[config.mk]
export PLATFORM = sky130hd
export DESIGN_NAME = int_controller
export DESIGN_NICKNAME = d
export VERILOG_FILES = /design/src/rtl/int_controller.sv
export SDC_FILE = /design/constraint.sdc
export NUM_CORES = 1
export LEC_CHECK = 0
export BUFFER_PORTS_ARGS = -buffer_cell sky130_fd_sc_hd__buf_2
export CAP_MARGIN = 10
export CORE_MARGIN = 3
export CORE_UTILIZATION = 40
export CTS_BUF_LIST = sky130_fd_sc_hd__clkbuf_4
export DETAILED_ROUTE_END_ITERATION = 12
export PLACE_DENSITY = 0.66
export RECOVER_POWER = 25
export SKIP_CTS_REPAIR_TIMING = 1
export SYNTH_ARGS = -nofsm -noshare
export SYNTH_HDL_FRONTEND = slang
export SYNTH_SLANG_ARGS = --single-unit
export TNS_END_PERCENT = 10
[constraint.sdc]
create_clock -name clk -period 1.3 [get_ports clk]
set_input_delay 0 -clock clk [delete_from_list [all_inputs] [get_ports clk]]
set_output_delay 0 -clock clk [all_outputs]
set_load 0.01 [all_outputs]
[src/rtl/int_controller.sv]
//==============================================================================
// Module   : int_controller
// Purpose  : Edge-capturing, maskable, fixed-priority interrupt controller with
//            a take/done handshake toward a single-level CPU interrupt path.
// Revision : 1.0
//==============================================================================
`default_nettype none

module int_controller #(
  parameter int              NSRC     = 4,
  parameter logic [NSRC-1:0] MASK_RST = 4'b0001
) (
  input  logic                     clk,
  input  logic                     reset,
  input  logic [NSRC-1:0]          src,
  input  logic                     we_mask,
  input  logic [NSRC-1:0]          mask_in,
  input  logic                     irq_take,
  input  logic                     irq_done,
  output logic                     irq,
  output logic [$clog2(NSRC)-1:0]  irq_id,
  output logic [NSRC-1:0]          pending,
  output logic [NSRC-1:0]          mask,
  output logic [NSRC-1:0]          overflow
);

  localparam int              IDW   = $clog2(NSRC);
  localparam logic [NSRC-1:0] c_ONE = {{(NSRC-1){1'b0}}, 1'b1};

  typedef enum logic [1:0] {
    S_IDLE    = 2'd0,
    S_REQ     = 2'd1,
    S_SERVICE = 2'd2
  } state_t;

  state_t           r_state;
  state_t           w_state_nxt;
  logic             r_irq;
  logic             w_irq_nxt;
  logic [IDW-1:0]   r_irq_id;
  logic [IDW-1:0]   w_irq_id_nxt;
  logic [NSRC-1:0]  r_prev;
  logic [NSRC-1:0]  r_pending;
  logic [NSRC-1:0]  r_mask;
  logic [NSRC-1:0]  r_overflow;
  logic [NSRC-1:0]  w_edge;
  logic [NSRC-1:0]  w_eligible;
  logic [NSRC-1:0]  w_clr;
  logic [NSRC-1:0]  w_pending_nxt;
  logic [NSRC-1:0]  w_overflow_nxt;
  logic [IDW-1:0]   w_win_id;
  logic             w_any;
  logic             w_take;

  assign w_edge     = src & ~r_prev;
  assign w_eligible = r_pending & r_mask;
  assign w_any      = |w_eligible;
  assign w_clr      = w_take ? (c_ONE << r_irq_id) : '0;

  // Scan from the top down so the lowest eligible index is the last writer.
  always_comb begin
    w_win_id = '0;
    for (int i = NSRC - 1; i >= 0; i--) begin
      if (w_eligible[i]) begin
        w_win_id = IDW'(i);
      end
    end
  end

  // A new edge always wins over a clear on the same cycle; a take-and-edge
  // collision is a fresh event, not a lost one, so it does not flag overflow.
  generate
    for (genvar g = 0; g < NSRC; g++) begin : g_src
      assign w_pending_nxt[g]  = w_edge[g] | (r_pending[g] & ~w_clr[g]);
      assign w_overflow_nxt[g] = r_overflow[g] | (w_edge[g] & r_pending[g] & ~w_clr[g]);
    end
  endgenerate

  always_comb begin
    w_state_nxt  = r_state;
    w_irq_nxt    = r_irq;
    w_irq_id_nxt = r_irq_id;
    w_take       = 1'b0;
    case (r_state)
      S_IDLE: begin
        if (w_any) begin
          w_state_nxt  = S_REQ;
          w_irq_nxt    = 1'b1;
          w_irq_id_nxt = w_win_id;
        end
      end
      S_REQ: begin
        if (irq_take) begin
          w_state_nxt = S_SERVICE;
          w_irq_nxt   = 1'b0;
          w_take      = 1'b1;
        end
      end
      S_SERVICE: begin
        if (irq_done) begin
          w_state_nxt = S_IDLE;
        end
      end
      default: begin
        w_state_nxt = S_IDLE;
        w_irq_nxt   = 1'b0;
      end
    endcase
  end

  always_ff @(posedge clk or negedge reset) begin
    if (!reset) begin
      r_state  <= S_IDLE;
      r_irq    <= 1'b0;
      r_irq_id <= '0;
    end else begin
      r_state  <= w_state_nxt;
      r_irq    <= w_irq_nxt;
      r_irq_id <= w_irq_id_nxt;
    end
  end

  always_ff @(posedge clk or negedge reset) begin
    if (!reset) begin
      r_prev     <= '0;
      r_pending  <= '0;
      r_overflow <= '0;
      r_mask     <= MASK_RST;
    end else begin
      r_prev     <= src;
      r_pending  <= w_pending_nxt;
      r_overflow <= w_overflow_nxt;
      if (we_mask) begin
        r_mask <= mask_in;
      end
    end
  end

  assign irq      = r_irq;
  assign irq_id   = r_irq_id;
  assign pending  = r_pending;
  assign mask     = r_mask;
  assign overflow = r_overflow;

endmodule

`default_nettype wire

==> results of run 1 <==
[per-stage QoR]
stage	utilization, %	instances	hold slack (ns)
6_report	59.86	129	-0.02910
5_1_grt	59.86	129	0.006507
4_1_cts	55.19	120	-0.3591
3_5_place_dp	53.54	116	-0.01984
3_3_place_gp	53.54	116	-0.01862
2_1_floorplan	-	64	-0.2956
[flip-flops by register name, summed over array words and instances (netlist names)]
name      cells
r_state       2
r_prev        4
overflow      4
irq_id        2
pending       4
mask          4
irq           1
[how the worst min path moves through the flow]
| stage | endpoint | slack, ns |
|---|---|---|
| after floorplan | irq | -0.30 |
| after global placement | r_state[0] | -0.02 |
| after detailed placement | pending[3] | -0.02 |
| after CTS | pending[3] | -0.36 |
| after global routing | r_state[0] | 0.007 |
| final | r_state[1] | -0.03 |
[where the power goes]
part,internal [mW],switching [mW]
clock network,0.140,0.184
registers,0.804,0.140
logic,0.287,0.302
total,1.23,0.625
[routing by layer]
metal | vias to the layer above | part of all wire (%)
met5 | - | 0
met4 | 0 | 0.81
met3 | 2 | 4.9
met2 | 17 | 47
met1 | 310 | 47
li1 | 309 | -
[logic make-up (layout without fill, tap and decap cells)]
family | Yosys count | after routing | synth area share (%)
simple gates | 14 | 14 | 10.06
mux | 4 | 4 | 5.572
compound gates | 20 | 20 | 16.87
buf+inv | 5 | 45 | 2.322
flops | 21 | 21 | 65.17
[critical path, cell delays in order, from the launching register on]
cell	delay [ns]
dfrtp_1	0.43
nand4b_1	0.21
or2_1	0.25
a41o_1	0.24
[cells in the final DEF, fill, tap and decap left out, types with 2 or more instances in the layout]
cell            n
a21o_1          2
a21oi_1         2
buf_2          22
clkbuf_1        4
clkbuf_4        4
dfrtp_1        20
dlygate4sd3_1   9
inv_1           5
mux2_2          4
nand2_1         6
nand2b_1        2
o21ai_0         6
o21bai_1        2
o22a_1          2
or2_1           2
[layout make-up]
type	instances	area share, %
clock buffers	4	2.755
flip-flops and latches	21	48.34
multi-input cells	38	24.11
well taps	25	2.870
repair buffers	36	20.21
inverters	5	1.722
==> flow_metrics.env, run 1 <==
export IMPL_outcome="finished with violations"
export IMPL_failed_checks="negative hold slack"
export IMPL_multiInputGateArea_sq_um=262.8
export IMPL_num_rows=15
export IMPL_setup_tns_ns=0
export IMPL_setup_viol_count_final=0
export IMPL_r2r_slack_ns=0.07
export IMPL_nFillCells=168
export IMPL_finalHoldViolCount=1
export IMPL_cts_tree="built"
export IMPL_syn_area_per_cell_sq_um=12.63
export IMPL_power_mw=1.856
export IMPL_p_per_area_mw_per_mm2=1703
export IMPL_min_period_ns=1.231
export IMPL_drv_slew=0
export IMPL_hp_class="input pin to register"
export IMPL_synth_distinct_cells=22
export IMPL_yosys_warnings=0
export IMPL_crit_fanout=6
export IMPL_p_leak_nw=0.4955
export IMPL_synth_edf_count=0
export IMPL_ys_ff_latch=21
export IMPL_path_class="register to register"
export IMPL_hpwlAfterDp_mm=1.156
export IMPL_coreArea_sq_mm=0.001821
export IMPL_mappedNetlistNets=77
export IMPL_synthTopCellsByCount="dfrtp_1 (20), nand2_1 (6), o21ai_0 (6), inv_1 (5), mux2_2 (4)"
export IMPL_crit_path_start_kind="register"
export IMPL_clk_pin_slew_worst_paths_ns=0.11
export IMPL_drc_errors=0
export IMPL_die_w_um=50.95
export IMPL_finalNetCount=118
export IMPL_arrival_ns=1.43
export IMPL_vias=638
export IMPL_syn_area_sq_um=808.3
export IMPL_grt_max_degree=22
export IMPL_worst_r2r_endpoint="overflow[3]"
export IMPL_worstHoldStart="irq_done"
export IMPL_max_freq_mhz=812.1
export IMPL_fin_skew_ns=0.003441
export IMPL_ys_seq_area_share_pct=65.17
export IMPL_grtUsageMet3_pct=3.499
export IMPL_routabilityCongestion=0.7545
export IMPL_synth_cells=64
export IMPL_initial_utilization_pct=44.40
export IMPL_cts_sinks=21
export IMPL_viasPerCell=4.946
export IMPL_cp_startpoint="r_state[1]"
export IMPL_gr_usage_met2_pct=19.31
export IMPL_hold_depth=3
export IMPL_overflow=0
export IMPL_grt_pass1_vias=558
export IMPL_synthToLayoutAreaGrowth_pct=34.83
export IMPL_yosysMostFrequentCell="dfrtp_1"
export IMPL_grt_use_total_pct=12.73
export IMPL_wl_per_cell_um=12.43
export IMPL_crit_path_end_kind="register"
export IMPL_pre_cts_ws_ns=0.08671
export IMPL_clk_latency_ns=0.29
export IMPL_setup_slack_ns=0.06856
export IMPL_drv_cap=0
export IMPL_antenna_cells=0
export IMPL_routed_wl_mm=1.603
export IMPL_ys_flop_type="dfrtp_1"
export IMPL_crit_end="overflow[3]"
export IMPL_use_met1_pct=17.58
export IMPL_ys_top_cells_by_area="dfrtp_1 (62%), mux2_2 (5.6%), o21ai_0 (3.7%), dfstp_2 (3.3%), nand2_1 (2.8%)"
export IMPL_dr_pass1_iters=2
export IMPL_antenna_found_initial=0
export IMPL_async_flop_share_pct=100.0
export IMPL_io_pins=28
export IMPL_rsz0062_at_grt="no"
export IMPL_fin_area_sq_mm=0.001090
export IMPL_post_route_period_util_pct=94.73
export IMPL_io_buffers=27
export IMPL_cts_buffer_depth=2
export IMPL_drive_gt1_share_pct=30.77
export IMPL_tightestPinTransition_ns=0.5131
export IMPL_max_slew_margin_pct=65.79
export IMPL_grt_pass1_wl_mm=2.490
export IMPL_whs_ns=-0.02910
export IMPL_ant_nets=0
export IMPL_die_h_um=50.95
export IMPL_cts_root_buf="clkbuf_4"
export IMPL_drt_iter0_markers=6
export IMPL_die_area_sq_mm=0.002596
export IMPL_cts_buffers=3
export IMPL_cts_max_level=1
export IMPL_busiest_layer="met2"
export IMPL_vdd_drop_max_v=0.001124
export IMPL_r2r_start="r_state[1]"
export IMPL_dpl_cell_area_sq_um=974.7
export IMPL_regArea_sq_um=526.8
export IMPL_synth_top_area_share_pct=61.92
export IMPL_yosysTopAreaCell="dfrtp_1"
export IMPL_crit_required_ns=1.50
export IMPL_reg2reg_depth=3
No activity file was read; power rests on OpenSTA's default activity.
==> inputs of run 2 (changes only) <==
--- a/config.mk
+++ b/config.mk
@@ -7,11 +7,15 @@
 export LEC_CHECK = 0
 export BUFFER_PORTS_ARGS = -buffer_cell sky130_fd_sc_hd__buf_2
 export CAP_MARGIN = 10
+export CELL_PAD_IN_SITES_DETAIL_PLACEMENT = 1
+export CELL_PAD_IN_SITES_GLOBAL_PLACEMENT = 2
+export CORE_ASPECT_RATIO = 1.75
 export CORE_MARGIN = 3
-export CORE_UTILIZATION = 40
+export CORE_UTILIZATION = 32
 export CTS_BUF_LIST = sky130_fd_sc_hd__clkbuf_4
+export CTS_CLUSTER_DIAMETER = 200
 export DETAILED_ROUTE_END_ITERATION = 12
-export PLACE_DENSITY = 0.66
+export PLACE_DENSITY_LB_ADDON = 0.1
 export RECOVER_POWER = 25
 export SKIP_CTS_REPAIR_TIMING = 1
 export SYNTH_ARGS = -nofsm -noshare
==> run 2 against run 1 <==
Compared with the run above:
- the run still ends with negative hold slack left
- core utilization decreased by 13 points
- hold slack improved by 0.012 ns
- register-to-register slack improved by 0.02 ns
- highest routed layer unchanged
==> flow_metrics.env, run 2 (synthesis results as in run 1) <==
export IMPL_grt_max_degree=22
export IMPL_antenna_found_initial=0
export IMPL_setup_slack_ns=0.08673
export IMPL_finalHoldViolCount=2
export IMPL_outcome="finished with violations"
export IMPL_post_route_util_pct=47.08
export IMPL_rsz0062_at_grt="no"
export IMPL_wl_per_cell_um=14.33
export IMPL_cts_buffers=3
export IMPL_hpwlAfterDp_mm=1.405
export IMPL_drv_cap=0
export IMPL_io_buffers=27
export IMPL_final_cells=131
export IMPL_die_h_um=72.49
export IMPL_fin_skew_ns=0.001380
export IMPL_cpPeakStageDelay_ns=0.43
export IMPL_max_freq_mhz=824.2
export IMPL_failed_checks="negative hold slack"
export IMPL_cts_max_level=1
export IMPL_ant_nets=0
export IMPL_whs_ns=-0.01753
export IMPL_critical_path_slowest_cell="dfrtp_1"
export IMPL_synthToLayoutAreaGrowth_pct=37.46
export IMPL_vias=639
export IMPL_routabilityCongestion=0.7323
export IMPL_r2r_start="r_state[1]"
export IMPL_num_rows=23
export IMPL_crit_fanout=6
export IMPL_clk_pin_slew_worst_paths_ns=0.11
export IMPL_overflow=0
export IMPL_grt_use_total_pct=13.27
export IMPL_die_area_sq_mm=0.003189
export IMPL_io_pins=28
export IMPL_setup_tns_ns=0
export IMPL_worstHoldStart="irq_take"
export IMPL_min_period_ns=1.213
export IMPL_path_class="register to register"
export IMPL_clk_latency_ns=0.30
export IMPL_vdd_drop_max_v=0.0005946
export IMPL_drive_gt1_share_pct=31.13
export IMPL_drt_iter0_markers=8
export IMPL_coreArea_sq_mm=0.002360
export IMPL_drc_errors=0
export IMPL_cp_startpoint="r_state[1]"
export IMPL_crit_required_ns=1.50
export IMPL_cts_sinks=21
export IMPL_dp_cells=116
export IMPL_grt_pass1_vias=661
export IMPL_cts_root_buf="clkbuf_4"
export IMPL_mostFrequentLayoutCells="buf_2 (23), dfrtp_1 (20), dlygate4sd3_1 (11)"
export IMPL_crit_path_start_kind="register"
export IMPL_crit_path_end_kind="register"
export IMPL_path_cells="nand4b_1, or2_1, a22o_1"
export IMPL_setup_viol_count_final=0
export IMPL_antenna_cells=0
export IMPL_initial_utilization_pct=34.25
export IMPL_layout_cells_most_common="buf_2"
export IMPL_routed_wl_mm=1.877
export IMPL_cts_buffer_depth=2
export IMPL_die_w_um=43.99
export IMPL_pre_cts_ws_ns=0.06704
export IMPL_arrival_ns=1.41
export IMPL_tightestPinTransition_ns=0.5147
export IMPL_viasPerCell=4.878
export IMPL_max_slew_margin_pct=65.68
export IMPL_cts_tree="built"
export IMPL_hp_class="input pin to register"
export IMPL_power_mw=1.885
export IMPL_dr_pass1_iters=4
export IMPL_finalNetCount=120
export IMPL_drv_slew=0
export IMPL_p_leak_nw=0.5065
export IMPL_grt_pass1_wl_mm=3.049
export IMPL_p_per_area_mw_per_mm2=1697
export IMPL_post_route_period_util_pct=93.33
-- run 2: critical path: cells and delay by family, from the launching register on --
| family | cells | cell delay, ns |
|---|---|---|
| flip-flops | 1 | 0.43 |
| AND/OR/NAND/NOR | 2 | 0.47 |
| AO/OA/AOI/OAI | 1 | 0.20 |
-- run 2: power by group --
| part | leakage (nW) | internal (mW) | switching (mW) | total [mW] |
|---|---|---|---|---|
| clock | 0.0184 | 0.141 | 0.192 | 0.332 |
| combinational | 0.263 | 0.291 | 0.304 | 0.595 |
| sequential | 0.225 | 0.804 | 0.154 | 0.958 |
-- run 2: final timing paths --
kind                                to  slack (ns)  cells after the start
max                         pending[3]        0.09                      3
min                         r_state[1]       -0.02                      3
max reg2reg                 pending[3]        0.09                      3
min reg2reg                overflow[2]        0.46                      1
max in group asynchronous      mask[0]        0.75                      2
min in group asynchronous   r_state[0]        0.18                      2
-- run 2: final cells by class --
cell class | instances | area, sq um
inverters | 5 | 18.77
fillers | 280 | 1249
well taps | 25 | 31.28
multi-input cells | 38 | 262.8
repair buffers | 38 | 241.5
flip-flops and latches | 21 | 526.8
clock buffers | 4 | 30.03
-- run 2: stage by stage --
stage	hold WS [ns]	instance area, sq um
after CTS	-0.3595	1005
after floorplan	-0.2956	808.3
after global routing	0.004646	1111
after detailed placement	-0.01195	974.7
final	-0.01753	1111
after global placement	-0.02092	974.7
-- run 2: per-layer routing --
| metal | GRT usage [%] | routed length, um |
|---|---|---|
| met1 | 15.82 | 745 |
| met2 | 21.27 | 988 |
| met3 | 3.474 | 103 |
| met4 | 7.047 | 40 |
| met5 | 0 | 0 |
==> inputs of run 3 (changes only) <==
--- a/config.mk
+++ b/config.mk
@@ -5,7 +5,7 @@
 export SDC_FILE = /design/constraint.sdc
 export NUM_CORES = 1
 export LEC_CHECK = 0
-export BUFFER_PORTS_ARGS = -buffer_cell sky130_fd_sc_hd__buf_2
+export BUFFER_PORTS_ARGS = -buffer_cell sky130_fd_sc_hd__buf_4
 export CAP_MARGIN = 10
 export CELL_PAD_IN_SITES_DETAIL_PLACEMENT = 1
 export CELL_PAD_IN_SITES_GLOBAL_PLACEMENT = 2
==> run 3 against run 2 <==
Compared with the run above:
- the run now ends clean
- flip-flop and latch count stayed put
- largest cell class unchanged
- global-route usage down 1.0 points
- clock-buffer cell count shrank 1
- critical path depth unchanged
- critical endpoint unchanged
- sequential power increased by 0.4%
- sequential share of layout area down 3.3 points
- combinational power rose by 17%
==> flow_metrics.env, run 3 (synthesis results as in run 1) <==
export IMPL_outcome="completed"
export IMPL_drc_errors=0
export IMPL_p_per_area_mw_per_mm2=1656
export IMPL_cts_max_level=1
export IMPL_cts_sinks=21
export IMPL_crit_end="pending[3]"
export IMPL_die_area_sq_mm=0.003189
export IMPL_hp_class="input pin to async pin"
export IMPL_path_class="register to register"
export IMPL_finalNetCount=122
export IMPL_dr_pass1_iters=3
export IMPL_coreArea_sq_mm=0.002360
export IMPL_power_mw=1.979
export IMPL_initial_utilization_pct=34.25
export IMPL_grt_max_degree=22
export IMPL_setup_tns_ns=0
export IMPL_pre_cts_ws_ns=0.08961
export IMPL_fin_skew_ns=0.004165
export IMPL_dpl_cell_area_sq_mm=0.001042
export IMPL_die_h_um=72.49
export IMPL_arrival_ns=1.43
export IMPL_antenna_found_initial=0
export IMPL_drt_iter0_markers=12
export IMPL_overflow=0
export IMPL_crit_required_ns=1.50
export IMPL_num_rows=23
export IMPL_crit_fanout=6
export IMPL_max_slew_margin_pct=64.99
export IMPL_grt_use_total_pct=12.23
export IMPL_routabilityCongestion=0.7573
export IMPL_crit_path_end_kind="register"
export IMPL_layout_cells_most_common="buf_4"
export IMPL_grt_pass1_wl_mm=2.925
export IMPL_io_buffers=27
export IMPL_ant_nets=0
export IMPL_tightestPinTransition_ns=0.5251
export IMPL_p_leak_nw=0.5523
export IMPL_max_freq_mhz=814.7
export IMPL_mostFrequentLayoutCells="buf_4 (27), dfrtp_1 (20), dlygate4sd3_1 (12)"
export IMPL_io_pins=28
export IMPL_clk_latency_ns=0.31
export IMPL_post_route_period_util_pct=94.41
export IMPL_vias=636
export IMPL_clk_pin_slew_worst_paths_ns=0.12
export IMPL_viasPerCell=4.782
export IMPL_cts_buffer_depth=2
export IMPL_drv_slew=0
export IMPL_vdd_drop_max_v=0.0008760
export IMPL_cp_startpoint="r_state[1]"
export IMPL_hpwlAfterDp_mm=1.363
export IMPL_min_period_ns=1.227
export IMPL_whs_ns=0.1854
export IMPL_final_cells=133
export IMPL_fin_area_sq_mm=0.001195
export IMPL_drv_cap=0
export IMPL_reg2reg_depth=3
export IMPL_r2r_slack_ns=0.07
export IMPL_grt_pass1_vias=591
export IMPL_worst_r2r_endpoint="pending[3]"
export IMPL_wl_per_cell_um=14.82
export IMPL_cts_buffers=3
export IMPL_r2r_start="r_state[1]"
export IMPL_setup_viol_count_final=0
export IMPL_routed_wl_mm=1.971
export IMPL_post_route_util_pct=50.64
export IMPL_crit_path_start_kind="register"
export IMPL_setup_slack_ns=0.07262
export IMPL_drive_gt1_share_pct=34.26
export IMPL_finalHoldViolCount=0
export IMPL_cts_root_buf="clkbuf_4"
export IMPL_dp_cells=116
export IMPL_cts_tree="built"
export IMPL_antenna_cells=0
export IMPL_synthToLayoutAreaGrowth_pct=47.83
export IMPL_die_w_um=43.99
==> run 3: how the worst min path moves through the flow <==
stage                     start         end  cells after the start
final                     reset  r_state[0]                      2
after global routing      reset  pending[3]                      2
after CTS                 reset         irq                      1
after detailed placement  reset         irq                      1
after global placement    reset         irq                      1
after floorplan           reset         irq                      0
==> run 3: worst max-delay path, stage by stage, from the launching register on <==
cell and delay, ns:
dfrtp_1 0.43, nand4b_1 0.20, or2_1 0.26, a22o_1 0.22
==> run 3: area by class of cell <==
class | count | area, sq um
Fill cell | 274 | 1165
Sequential cell | 21 | 526.8
Timing Repair Buffer | 40 | 327.8
Multi-Input combinational cell | 38 | 262.8
Tap cell | 25 | 31.28
Clock buffer | 3 | 22.52
Inverter | 5 | 18.77
Clock inverter | 1 | 5.005
==> run 3: power by group <==
part,leakage [nW],switching (mW),internal (mW)
Clock,0.0177,0.206,0.115
Combinational,0.310,0.324,0.371
Sequential,0.225,0.159,0.803
==> run 3: per-layer routing <==
metal,GRT usage [%],vias to the layer above,share of wire (%)
li1,-,314,-
met1,16.32,302,42
met2,18.51,16,52
met3,2.481,4,5.2
met4,6.040,0,1.6
met5,0,-,0
